$ cat src/rtl/load_store_unit.sv
// load_store_unit
// Load/store unit between the execute stage and a word-organised data memory.
// Handles one byte/halfword/word request at a time, checks alignment and
// range, converts byte addresses to word indices, sign/zero-extends loads and
// does read-modify-write for sub-word stores (the memory has no byte enables).
//
// Optional feature: define LSU_SUBWORD_EN to enable byte/halfword accesses.
// Without it every non-word size faults and the lane merge path is removed.
//
// Ports:
//   clk_i, rst_ni            clock (rising edge), async active-low reset
//   req_valid_i/req_ready_o  request handshake (accept on valid & ready)
//   req_write_i              1 store, 0 load
//   req_size_i               00 byte, 01 half, 10 word, 11 illegal
//   req_signed_i             sign-extend sub-word loads
//   req_addr_i, req_wdata_i  byte address, store data
//   resp_valid_o/resp_ready_i response handshake, held until accepted
//   resp_rdata_o             extended load data, 0 for stores/faults
//   resp_fault_o             misaligned, out of range or illegal size
//   mem_addr_o, mem_wdata_o  word index and write word
//   mem_rdata_i              registered memory read data
//   mem_enable_o             read enable
//   mem_read_not_write_o     0 writes memory on that rising edge
module load_store_unit #(
    parameter int unsigned MEM_WORDS = 256
) (
    input  logic        clk_i,
    input  logic        rst_ni,
    input  logic        req_valid_i,
    output logic        req_ready_o,
    input  logic        req_write_i,
    input  logic [1:0]  req_size_i,
    input  logic        req_signed_i,
    input  logic [31:0] req_addr_i,
    input  logic [31:0] req_wdata_i,
    output logic        resp_valid_o,
    input  logic        resp_ready_i,
    output logic [31:0] resp_rdata_o,
    output logic        resp_fault_o,
    output logic [31:0] mem_addr_o,
    output logic [31:0] mem_wdata_o,
    input  logic [31:0] mem_rdata_i,
    output logic        mem_enable_o,
    output logic        mem_read_not_write_o
);

    // state | meaning
    // IDLE  | ready for a request
    // READ  | memory read cycle at the latched word index
    // DATA  | memory data valid: extend load or merge sub-word store
    // WRITE | memory write cycle (read_not_write low)
    // RESP  | response held until resp_ready_i
    typedef enum logic [2:0] {IDLE, READ, DATA, WRITE, RESP} state_e;

    localparam logic [31:0] ADDR_LIMIT = 32'(4 * MEM_WORDS);

    state_e      state_q, state_d;
    logic        accept;
    logic        fault_c;
    logic        size_bad;
    logic [31:0] mem_addr_q;
    logic [31:0] mem_wdata_q;
    logic [31:0] resp_rdata_q;
    logic        resp_fault_q;
    logic [31:0] load_data;

`ifdef LSU_SUBWORD_EN
    logic        write_q;
    logic [1:0]  size_q;
    logic        signed_q;
    logic [1:0]  lane_q;
    logic [7:0]  byte_sel;
    logic [15:0] half_sel;
    logic [31:0] merged;
`else
    logic        unused_req_signed;
    assign unused_req_signed = req_signed_i;
`endif

    assign accept = req_valid_i & (state_q == IDLE);

`ifdef LSU_SUBWORD_EN
    assign size_bad = (req_size_i == 2'b11)
                    | ((req_size_i == 2'b01) & req_addr_i[0])
                    | ((req_size_i == 2'b10) & (req_addr_i[1:0] != 2'b00));
`else
    assign size_bad = (req_size_i != 2'b10) | (req_addr_i[1:0] != 2'b00);
`endif
    assign fault_c = size_bad | (req_addr_i >= ADDR_LIMIT);

    always_ff @(posedge clk_i or negedge rst_ni) begin
        if (!rst_ni) state_q <= IDLE;
        else         state_q <= state_d;
    end

    always_comb begin
        state_d              = state_q;
        req_ready_o          = 1'b0;
        resp_valid_o         = 1'b0;
        mem_enable_o         = 1'b0;
        mem_read_not_write_o = 1'b1;
        case (state_q)
            IDLE: begin
                req_ready_o = 1'b1;
                if (req_valid_i) begin
                    if (fault_c)
                        state_d = RESP;
`ifdef LSU_SUBWORD_EN
                    else if (req_write_i && req_size_i == 2'b10)
`else
                    else if (req_write_i)
`endif
                        state_d = WRITE;
                    else
                        state_d = READ;
                end
            end
            READ: begin
                mem_enable_o = 1'b1;
                state_d      = DATA;
            end
            DATA: begin
`ifdef LSU_SUBWORD_EN
                state_d = write_q ? WRITE : RESP;
`else
                state_d = RESP;
`endif
            end
            WRITE: begin
                mem_read_not_write_o = 1'b0;
                state_d              = RESP;
            end
            RESP: begin
                resp_valid_o = 1'b1;
                if (resp_ready_i) state_d = IDLE;
            end
            default: state_d = IDLE;
        endcase
    end

`ifdef LSU_SUBWORD_EN
    always_comb begin
        byte_sel = mem_rdata_i[7:0];
        case (lane_q)
            2'd1:    byte_sel = mem_rdata_i[15:8];
            2'd2:    byte_sel = mem_rdata_i[23:16];
            2'd3:    byte_sel = mem_rdata_i[31:24];
            default: byte_sel = mem_rdata_i[7:0];
        endcase
        half_sel = lane_q[1] ? mem_rdata_i[31:16] : mem_rdata_i[15:0];
        case (size_q)
            2'b00:   load_data = signed_q ? {{24{byte_sel[7]}}, byte_sel}
                                          : {24'h0, byte_sel};
            2'b01:   load_data = signed_q ? {{16{half_sel[15]}}, half_sel}
                                          : {16'h0, half_sel};
            default: load_data = mem_rdata_i;
        endcase
    end

    // Store data sits in mem_wdata_q from accept until the merge replaces it.
    always_comb begin
        merged = mem_rdata_i;
        case (size_q)
            2'b00:   merged[{lane_q, 3'b000} +: 8]      = mem_wdata_q[7:0];
            2'b01:   merged[{lane_q[1], 4'b0000} +: 16] = mem_wdata_q[15:0];
            default: merged = mem_rdata_i;
        endcase
    end
`else
    assign load_data = mem_rdata_i;
`endif

    always_ff @(posedge clk_i or negedge rst_ni) begin
        if (!rst_ni) begin
            mem_addr_q   <= '0;
            mem_wdata_q  <= '0;
            resp_rdata_q <= '0;
            resp_fault_q <= 1'b0;
`ifdef LSU_SUBWORD_EN
            write_q      <= 1'b0;
            size_q       <= 2'b00;
            signed_q     <= 1'b0;
            lane_q       <= 2'b00;
`endif
        end else if (accept) begin
            mem_addr_q   <= {2'b00, req_addr_i[31:2]};
            mem_wdata_q  <= req_wdata_i;
            resp_rdata_q <= '0;
            resp_fault_q <= fault_c;
`ifdef LSU_SUBWORD_EN
            write_q      <= req_write_i;
            size_q       <= req_size_i;
            signed_q     <= req_signed_i;
            lane_q       <= req_addr_i[1:0];
`endif
        end else if (state_q == DATA) begin
`ifdef LSU_SUBWORD_EN
            if (write_q) mem_wdata_q  <= merged;
            else         resp_rdata_q <= load_data;
`else
            resp_rdata_q <= load_data;
`endif
        end
    end

    assign mem_addr_o   = mem_addr_q;
    assign mem_wdata_o  = mem_wdata_q;
    assign resp_rdata_o = resp_rdata_q;
    assign resp_fault_o = resp_fault_q;

endmodule

$ cat config.mk
export PLATFORM = sky130hd
export DESIGN_NAME = load_store_unit
export DESIGN_NICKNAME = d
export VERILOG_FILES = /design/src/rtl/load_store_unit.sv
export SDC_FILE = /design/constraint.sdc
export NUM_CORES = 1
export LEC_CHECK = 0
export ABC_AREA = 1
export CAP_MARGIN = 20
export CORE_AREA = 5 5 119 98
export DETAILED_ROUTE_END_ITERATION = 12
export DIE_AREA = 0 0 124 103
export GPL_TIMING_DRIVEN = 0
export PLACE_DENSITY_LB_ADDON = 0.1
export SKIP_LAST_GASP = 1
export SYNTH_ARGS = -nofsm -noshare
export SYNTH_HDL_FRONTEND = slang
export SYNTH_SLANG_ARGS = --single-unit
export TNS_END_PERCENT = 50
$ cat constraint.sdc
create_clock -name clk_i -period 1.93 [get_ports clk_i]
set_clock_uncertainty 0.2 [all_clocks]
set_input_delay 0.2895 -clock clk_i [delete_from_list [all_inputs] [get_ports clk_i]]
set_output_delay 0.2895 -clock clk_i [all_outputs]
set_load 0.005 [all_outputs]
==> out/qor.txt <==
Status: complete, but fails checks
Failing checks: setup timing
Global-route wire length before repair: 18.71 mm
ANT nets after route: 0
Core Rows: 34
Routed WL: 11.60 mm
# setup viols final: 1
Synthesized instance count: 469
Core area: 10,510 µm²
Clock buffer count from CTS: 9
Post-synth cell types: 16
Post-Syn Area: 4015 µm²
CTS tree: built
Pwr dens: 1176 nW/µm²
Asr flop ratio synth: 100.0%
R2R cell count: 8
Post-route insts no fill: 833
MaxCap Viol Count: 0
Root buffer cell: clkbuf_16
Clk_lat worst skew: 0.33 ns
Met1 WL: 4.916 mm
RSZ-0062 raised after global routing: yes
Post-synth top area cell: dfrtp_1
First-pass detailed-route iteration total: 4
Initial drt markers: 181
DR WL/cell: 13.93 µm
Initial Util: 38.21%
Vias: 3,709
Reg2reg start: state_q[1]$_DFFE_PN0P_
Synth warn: 0
CP Max Fanout: 4
Hpwl dp: 8.757 mm
Fin util: 62.50%
Clock Sinks: 98
#FFs+latches synth: 98
Critical Path End Type: primary output
Largest net degree at the start of global routing: 66
Number of global-route vias before repair: 3,824
Setup slack after layout: -0.006435 ns
Critical path buffer and inverter count: 2
Die width: 124 µm
Aggregate global routing overflow: 0
Top post-synthesis cells by area: dfrtp_1 (61%), nand2_1 (18%), o21ai_0 (5.4%), inv_1 (4.9%), nand3_1 (4.5%)
Synth top area share: 61.08%
Hold WC Path Type: input pin to async pin
Top post-synthesis cells by count: nand2_1 (189), dfrtp_1 (98), inv_1 (52)
CP arrival: 1.45 ns
CTS max path bufs: 2
Seq/Total Area, Yosys: 61.08%
Routability cong.: 0.7791
Crit path cell chain: buf_4, or2_2, nor2_1, clkbuf_2
Area growth syn-to-layout: 63.57%
DRC Markers: 0
Fin crit period: 1.936 ns
H-tree levels: 3
Total Power: 7725 µW
Top Metal Used: met4
Met2 WL: 5.386 mm
Share of cells above drive strength 1: 6.241%
GR Util All Layers: 18.75%
Worst slack at placement: -0.06216 ns
Critical path type: register to primary output
Placed instance count: 816
IO Pins: 205
Final hold violation count: 0
Cell with the most instances after synthesis: nand2_1
Final period util: 100.3%
Reg2reg setup slack: 0.16 ns
Top delay family on crit path: simple AND/OR/NAND/NOR gates
Primary FF master, synth: dfrtp_1
Nets@finish: 789
Worst r2r dst: mem_addr_o[1]$_DFFE_PN0P_
Pins over their slew limit: 0
# port buffers: 201
ANT cells: 0
Reg clk slew, reported paths: 0.07 ns
Crit-path slowest cell: dfrtp_1
Die area: 12,770 µm²
Fmax: 0.5164 GHz
Die Y-Extent: 103 µm
Number of synthesized flops with an enable pin: 0
Syn_area_per_cell: 8.561 µm²
CP max stage delay: 0.41 ns
Maximum vdd drop: 0.5337 mV
Worst Path Required: 1.44 ns
CP Launch Type: register
Pleak: 0.003233 µW
Antenna violations before repair: 0
Via density: 4.453
DR WL met3: 1.129 mm
-- area by class of cell --
cell class                      instances  area [µm²]
Buffer                                 24       148.9
Clock buffer                           10       229.0
Clock inverter                          5       80.08
Fill cell                             937        3940
Inverter                               54       202.7
Multi-Input combinational cell        294        1224
Sequential cell                        98        2452
Tap cell                              144       180.2
Timing Repair Buffer                  204        2051
-- registers in the layout, summed over array words and instances, names as in the netlist --
signal,cells
mem_wdata_o,32
resp_rdata_o,32
mem_addr_o,30
state_q,3
resp_fault_o,1
-- placed cells by master, fill, tap and decap left out, types with 2 or more instances in the layout --
| cell type | n |
|---|---|
| buf_2 | 10 |
| clkbuf_1 | 7 |
| nand2_1 | 188 |
| bufinv_16 | 2 |
| buf_6 | 5 |
| inv_1 | 51 |
| clkbuf_16 | 9 |
| inv_2 | 3 |
| conb_1 | 2 |
| clkbuf_2 | 2 |
| nand3_1 | 36 |
| o21ai_0 | 43 |
| dfrtp_1 | 98 |
| clkdlybuf4s50_1 | 197 |
| buf_4 | 4 |
| nor2_1 | 19 |
| clkinvlp_4 | 2 |
-- repair_timing --
item | CTS | global route
endpoints found under the hold margin | 33 | 0
buffers inserted | 1 | 0
setup endpoints to repair | 3 | 8
pin swaps | 0 | 0
resized for setup | 4 | 6
hold buffers | 1 | 0
-- layer usage --
layer	global-route usage (%)	vias to the layer above
met3	6.637	14
li1	-	1859
met5	0	-
met1	24.15	1704
met4	5.471	0
met2	30.08	132
-- per-stage QoR --
step                hold WS, ns   TNS (ns)  instance area [µm²]
floorplan               -0.2061          0                 4019
global placement         0.2520    -327.44                 6211
detailed placement      0.08057     -2.069                 6236
CTS                      0.2516    -0.2828                 6563
global route             0.2790    -0.3848                 6568
finish                   0.2430  -0.006435                 6568
-- cell families after synthesis --
group,synth area share [%]
other,0.09340
flip-flops,61.08
buffers and inverters,8.726
AND/OR/NAND/NOR,24.62
AO/OA/AOI/OAI,5.485
-- report_power, final --
group	switching (µW)	internal (µW)	total, µW
Sequential	328	2690	3020
Combinational	1180	1650	2830
Clock	748	1130	1870
-- worst max path at each step --
| stage | start | endpoint | slack (ns) | cells past startpoint |
|---|---|---|---|---|
| 5_1_grt | state_q[1]$_DFFE_PN0P_ | mem_enable_o | -0.08 | 4 |
| 3_5_place_dp | req_valid_i | mem_addr_o[1]$_DFFE_PN0P_ | -0.06 | 8 |
| 3_3_place_gp | rst_ni | resp_rdata_o[13]$_DFFE_PN0P_ | -3.34 | 1 |
| 4_1_cts | state_q[1]$_DFFE_PN0P_ | resp_valid_o | -0.15 | 2 |
| 2_1_floorplan | state_q[1]$_DFFE_PN0P_ | mem_addr_o[0]$_DFFE_PN0P_ | 0.43 | 8 |
| 6_report | state_q[1]$_DFFE_PN0P_ | mem_enable_o | -0.006 | 4 |
Note: power is estimated with default switching activity, not from simulation.
